## config.mk

```make
export PLATFORM = sky130hd
export DESIGN_NAME = acc_sequencer
export DESIGN_NICKNAME = d
export VERILOG_FILES = /design/src/rtl/acc_sequencer.sv
export SDC_FILE = /design/constraint.sdc
export NUM_CORES = 1
export LEC_CHECK = 0
export CAP_MARGIN = 40
export CORE_MARGIN = 10
export CORE_UTILIZATION = 25
export CTS_BUF_LIST = sky130_fd_sc_hd__clkbuf_16
export DETAILED_ROUTE_END_ITERATION = 7
export PLACE_DENSITY_LB_ADDON = 0.08
export SYNTH_ARGS = -nofsm -noshare
export SYNTH_HDL_FRONTEND = slang
export SYNTH_SLANG_ARGS = --single-unit
```

## constraint.sdc

```tcl
create_clock -name clk -period 2.3 [get_ports clk]
set_clock_uncertainty 0.15 [all_clocks]
set_input_delay 0.345 -clock clk [delete_from_list [all_inputs] [get_ports clk]]
set_output_delay 0.345 -clock clk [all_outputs]
set_load 0.005 [all_outputs]
```

## src/rtl/acc_sequencer.sv

```systemverilog
// Control sequencer for the 16-bit accumulator datapath: fetch, decode, memory/input
// handshakes, and ALU select / accumulator write-strobe generation.
module acc_sequencer #(
    parameter int              PC_W     = 8,
    parameter logic [PC_W-1:0] RESET_PC = '0
) (
    input  logic            clk,
    input  logic            rst,
    output logic            instr_req,
    output logic [PC_W-1:0] instr_addr,
    input  logic            instr_valid,
    input  logic [15:0]     instr_rdata,
    output logic            data_req,
    output logic [7:0]      data_addr,
    input  logic            data_valid,
    input  logic            in_valid,
    output logic            in_ack,
    output logic [2:0]      asel0,
    output logic [2:0]      asel1,
    output logic            acc_src,
    output logic            acc_we,
    output logic [7:0]      imm,
    output logic [3:0]      reg_sel,
    output logic            halt
);

    typedef enum logic [2:0] {
        S_FETCH,
        S_DECODE,
        S_MEM,
        S_WAIT_IN,
        S_EXEC,
        S_HALT
    } state_t;

    localparam logic [3:0] OP_NOP = 4'h0;
    localparam logic [3:0] OP_LDM = 4'h2;
    localparam logic [3:0] OP_IN  = 4'h8;
    localparam logic [3:0] OP_HLT = 4'hF;

    state_t          state, state_nxt;
    logic [PC_W-1:0] pc;
    logic [15:0]     ir;
    logic [3:0]      opcode;

    assign opcode     = ir[15:12];
    assign instr_addr = pc;
    assign data_addr  = ir[7:0];
    assign imm        = ir[7:0];
    assign reg_sel    = ir[11:8];

    always_ff @(posedge clk) begin
        if (rst) begin
            state   <= S_FETCH;
            pc      <= RESET_PC;
            ir      <= '0;
            asel0   <= '0;
            asel1   <= '0;
            acc_src <= 1'b0;
        end else begin
            state <= state_nxt;
            if (state == S_FETCH && instr_valid) begin
                ir <= instr_rdata;
                pc <= pc + 1'b1;
            end
            // Opcodes 1..8 drive out1, 9..E drive out2; the other select field is left untouched.
            if (state == S_DECODE) begin
                if (opcode >= 4'h1 && opcode <= 4'h8) begin
                    asel0   <= 3'(opcode - 4'h1);
                    acc_src <= 1'b0;
                end else if (opcode >= 4'h9 && opcode <= 4'hE) begin
                    asel1   <= 3'(opcode - 4'h9);
                    acc_src <= 1'b1;
                end
            end
        end
    end

    always_comb begin
        state_nxt = state;
        instr_req = 1'b0;
        data_req  = 1'b0;
        in_ack    = 1'b0;
        acc_we    = 1'b0;
        halt      = 1'b0;
        case (state)
            S_FETCH: begin
                instr_req = 1'b1;
                if (instr_valid) state_nxt = S_DECODE;
            end
            S_DECODE: begin
                case (opcode)
                    OP_NOP:  state_nxt = S_FETCH;
                    OP_LDM:  state_nxt = S_MEM;
                    OP_IN:   state_nxt = S_WAIT_IN;
                    OP_HLT:  state_nxt = S_HALT;
                    default: state_nxt = S_EXEC;
                endcase
            end
            S_MEM: begin
                data_req = 1'b1;
                if (data_valid) state_nxt = S_EXEC;
            end
            S_WAIT_IN: begin
                if (in_valid) begin
                    in_ack    = 1'b1;
                    state_nxt = S_EXEC;
                end
            end
            S_EXEC: begin
                acc_we    = 1'b1;
                state_nxt = S_FETCH;
            end
            S_HALT: begin
                halt = 1'b1;
            end
            default: state_nxt = S_FETCH;
        endcase
        // Reset abandons any handshake in flight, so no strobe may escape during it.
        if (rst) begin
            instr_req = 1'b0;
            data_req  = 1'b0;
            in_ack    = 1'b0;
            acc_we    = 1'b0;
        end
    end

endmodule

```

==> results by group <==
Yosys
  – Synthesized flop and latch total: 34
  – Syn Nets: 233
  – XOR/XNOR Fraction of Synth Area: 0.0404
  – Mean Syn Cell Area: 8.38 µm²
  – Area of the mapped netlist: 0.00174 mm²
  – Sequential area share after synthesis: 0.392
  – Simple-gate area share of the yosys netlist: 0.245
  – Compound-Gate Fraction of Synth Area: 0.145
  – Synth Instances: 207
  – Area leader, netlist: dfxtp_1
  – Prevailing post-synth register cell: dfxtp_1
  – Mux cell area share after synthesis: 0.0115
  – Post-synth ARST share: 0
  – Synth Area in Adders: 0.0360
  – Distinct cells, synth: 43
  – Post-synth top area share: 0.392
  – Post-synth EDFFs: 0
  – Yosys Warn Count: 0
  – Largest family of logic cells by synthesized area: simple AND/OR/NAND/NOR gates
  – Top post-synthesis cells by area: dfxtp_1, buf_4, nand2_1

Run status
  – Status: finished, final reports clean

Route
  – Post-route DRC: 0
  – Via-to-Cell Ratio: 4.44
  – Starting DRT DRC Count: 40
  – WL final: 4540 µm
  – Routed WL per cell: 14.0 µm
  – Vias: 1439
  – Drt pass-1 iters: 4
  – Post-route ant nets: 0

Pwr
  – Max VDD drop: 259 µV
  – Sw Ratio: 0.274
  – Clock power frac: 0.350
  – Flop pwr share: 0.410
  – Sw power: 473 µW
  – Overall power: 1730 µW
  – Pwr/cell area: 724 mW/mm²
  – Gate power share: 0.240
  – Static Leak: 0.000874 µW
  – P_int: 1260 µW

Final layout
  – Fillcell total: 730
  – Synth-to-layout area growth: 37.6%
  – Final #Nets: 271
  – Most common cell after layout, fill and taps aside: clkdlybuf4s50_1
  – Layout cell share with drive strength beyond 1: 0.0779
  – Commonest non-fill, non-tap cells in the layout: clkdlybuf4s50_1, nand2_1, dfxtp_1
  – N_diodes: 0

Clocking
  – Clock sinks: 34
  – # Post-CTS Setup Buffers: 0
  – PostCTS Resize Cnt: 2
  – Clk buf depth: 2
  – H-tree depth: 2
  – Clk slew on worst S/H paths: 0.05 ns
  – Num CTS Buffers: 5
  – CTS tree: built
  – Cts hold-fix bufs: 0
  – Clock tree root buffer cell: clkbuf_16
  – Worst-Skew Late Latency: 0.27 ns

Global routing
  – GRT Util Overall: 0.0850
  – Vias in the first global route: 1400
  – Largest net degree at the start of global routing: 25
  – Total grt overflow: 0
  – Initial antenna violation count: 0
  – First-pass GRT wire length: 7040 µm

Floorplanning
  – Core Rows: 30
  – Area of the core: 0.00676 mm²
  – DIE WIDTH: 103 µm
  – Die height: 103 µm
  – Starting Density: 0.257
  – I/O pins: 61
  – Die Area: 0.0107 mm²

Worst setup path
  – Crit-path max FO: 11
  – CP endpoint kind: output pin
  – Worst setup SP type: register
  – WP data required: 1.80 ns
  – WP data arrival: 1.68 ns
  – Setup CP Type: register to output pin

STA
  – Unrepaired setup endpoints after global routing: no
  – Final setup violation count: 0
  – Worst-margin pin slew: 0.606 ns
  – Worst hold slack: 0.303 ns
  – Max Slew Vio Count: 0
  – Period utilization: 0.946
  – Fmax: 0.459 GHz
  – Slew headroom: 0.596
  – Post-route minimum period: 2.18 ns
  – Hold Vio Cnt, Final: 0
  – Total negative slack: 0 ns

Job
  – Max Cap Violations: 0

Placed design
  – IO Port Bufs: 60
  – Final HPWL DP: 3360 µm
  – Gpl congestion: 0.716

Hold path
  – Worst min path class: register to register
==> per-stage QoR <==
step                      std cells  worst slack (ns)  area [µm²]  utilization
after floorplan                 207             0.580        1740            -
after global placement          318             0.138        2260        0.334
after detailed placement        318             0.112        2260        0.334
after CTS                       324            0.0756        2390        0.353
after global routing            324           0.00969        2390        0.354
final                           324             0.124        2390        0.354
==> sequential cells by signal, summed over array words and instances, names as in the netlist <==
name / flops
ir: 16
instr_addr: 8
asel0: 3
asel1: 3
state: 3
acc_src: 1
==> final timing paths <==
check                             start                    end  slack (ns)  depth (start not counted)
setup / recovery  state[2]$_SDFFE_PP0P_                 acc_we        0.12                          3
hold reg to reg      ir[8]$_SDFFE_PP0P_     ir[8]$_SDFFE_PP0P_        0.30                          2
setup reg to reg    ir[13]$_SDFFE_PP0P_  asel0[1]$_SDFFE_PP0P_        0.40                          6
hold / removal       ir[8]$_SDFFE_PP0P_     ir[8]$_SDFFE_PP0P_        0.30                          2
==> Yosys cell counts, types with 3 or more instances <==
| master | number |
|---|---|
| nor2_1 | 14 |
| xor2_1 | 7 |
| nand2b_1 | 4 |
| nand2_1 | 38 |
| nand4_1 | 3 |
| inv_1 | 4 |
| nor3_1 | 6 |
| clkbuf_1 | 8 |
| a21oi_1 | 22 |
| ha_1 | 5 |
| buf_4 | 20 |
| buf_2 | 3 |
| a211oi_1 | 3 |
| nand3_1 | 3 |
| dfxtp_1 | 34 |
==> power groups by stage <==
| stage | Combinational, µW | Sequential [µW] | Clock (µW) |
|---|---|---|---|
| after global routing | 465 | 721 | 664 |
| after detailed placement | 423 | 721 | 0 |
| final | 414 | 709 | 606 |
| after floorplan | 293 | 691 | 0 |
| after global placement | 427 | 722 | 0 |
| after CTS | 425 | 710 | 634 |
==> final cells by class <==
type                            count  area [µm²]  area share
Inverter                            4        15.0     0.00629
Sequential cell                    34         684       0.287
Clock buffer                        5         125      0.0524
Clock inverter                      1        3.75     0.00157
Timing Repair Buffer               64         631       0.264
Tap cell                           80         100      0.0419
Multi-Input combinational cell    136         830       0.347
==> metal layers <==
metal  global-route usage  routed length, µm  up-vias
li1                     -                  -      753
met1                0.106               2080      634
met2                0.124               1950       47
met3               0.0445                470        5
met4               0.0257                 43        0
met5                    0                  0        -
==> worst max-delay path, stage by stage, from the launching register on <==
cell	delay (ns)
dfxtp_2	0.45
or2b_1	0.27
nor3_1	0.16
clkdlybuf4s50_1	0.54
==> kinds of logic (layout without fill, tap and decap cells) <==
logic type,Yosys count,in the layout
AOI/OAI and AO/OA,38,38
and+or+nand+nor,83,83
xor gates and xnor gates,8,8
DFF,34,34
buffers and inverters,37,74
adders and majority gates,5,5
muxes,2,2
(Power assumes the default switching activity.)
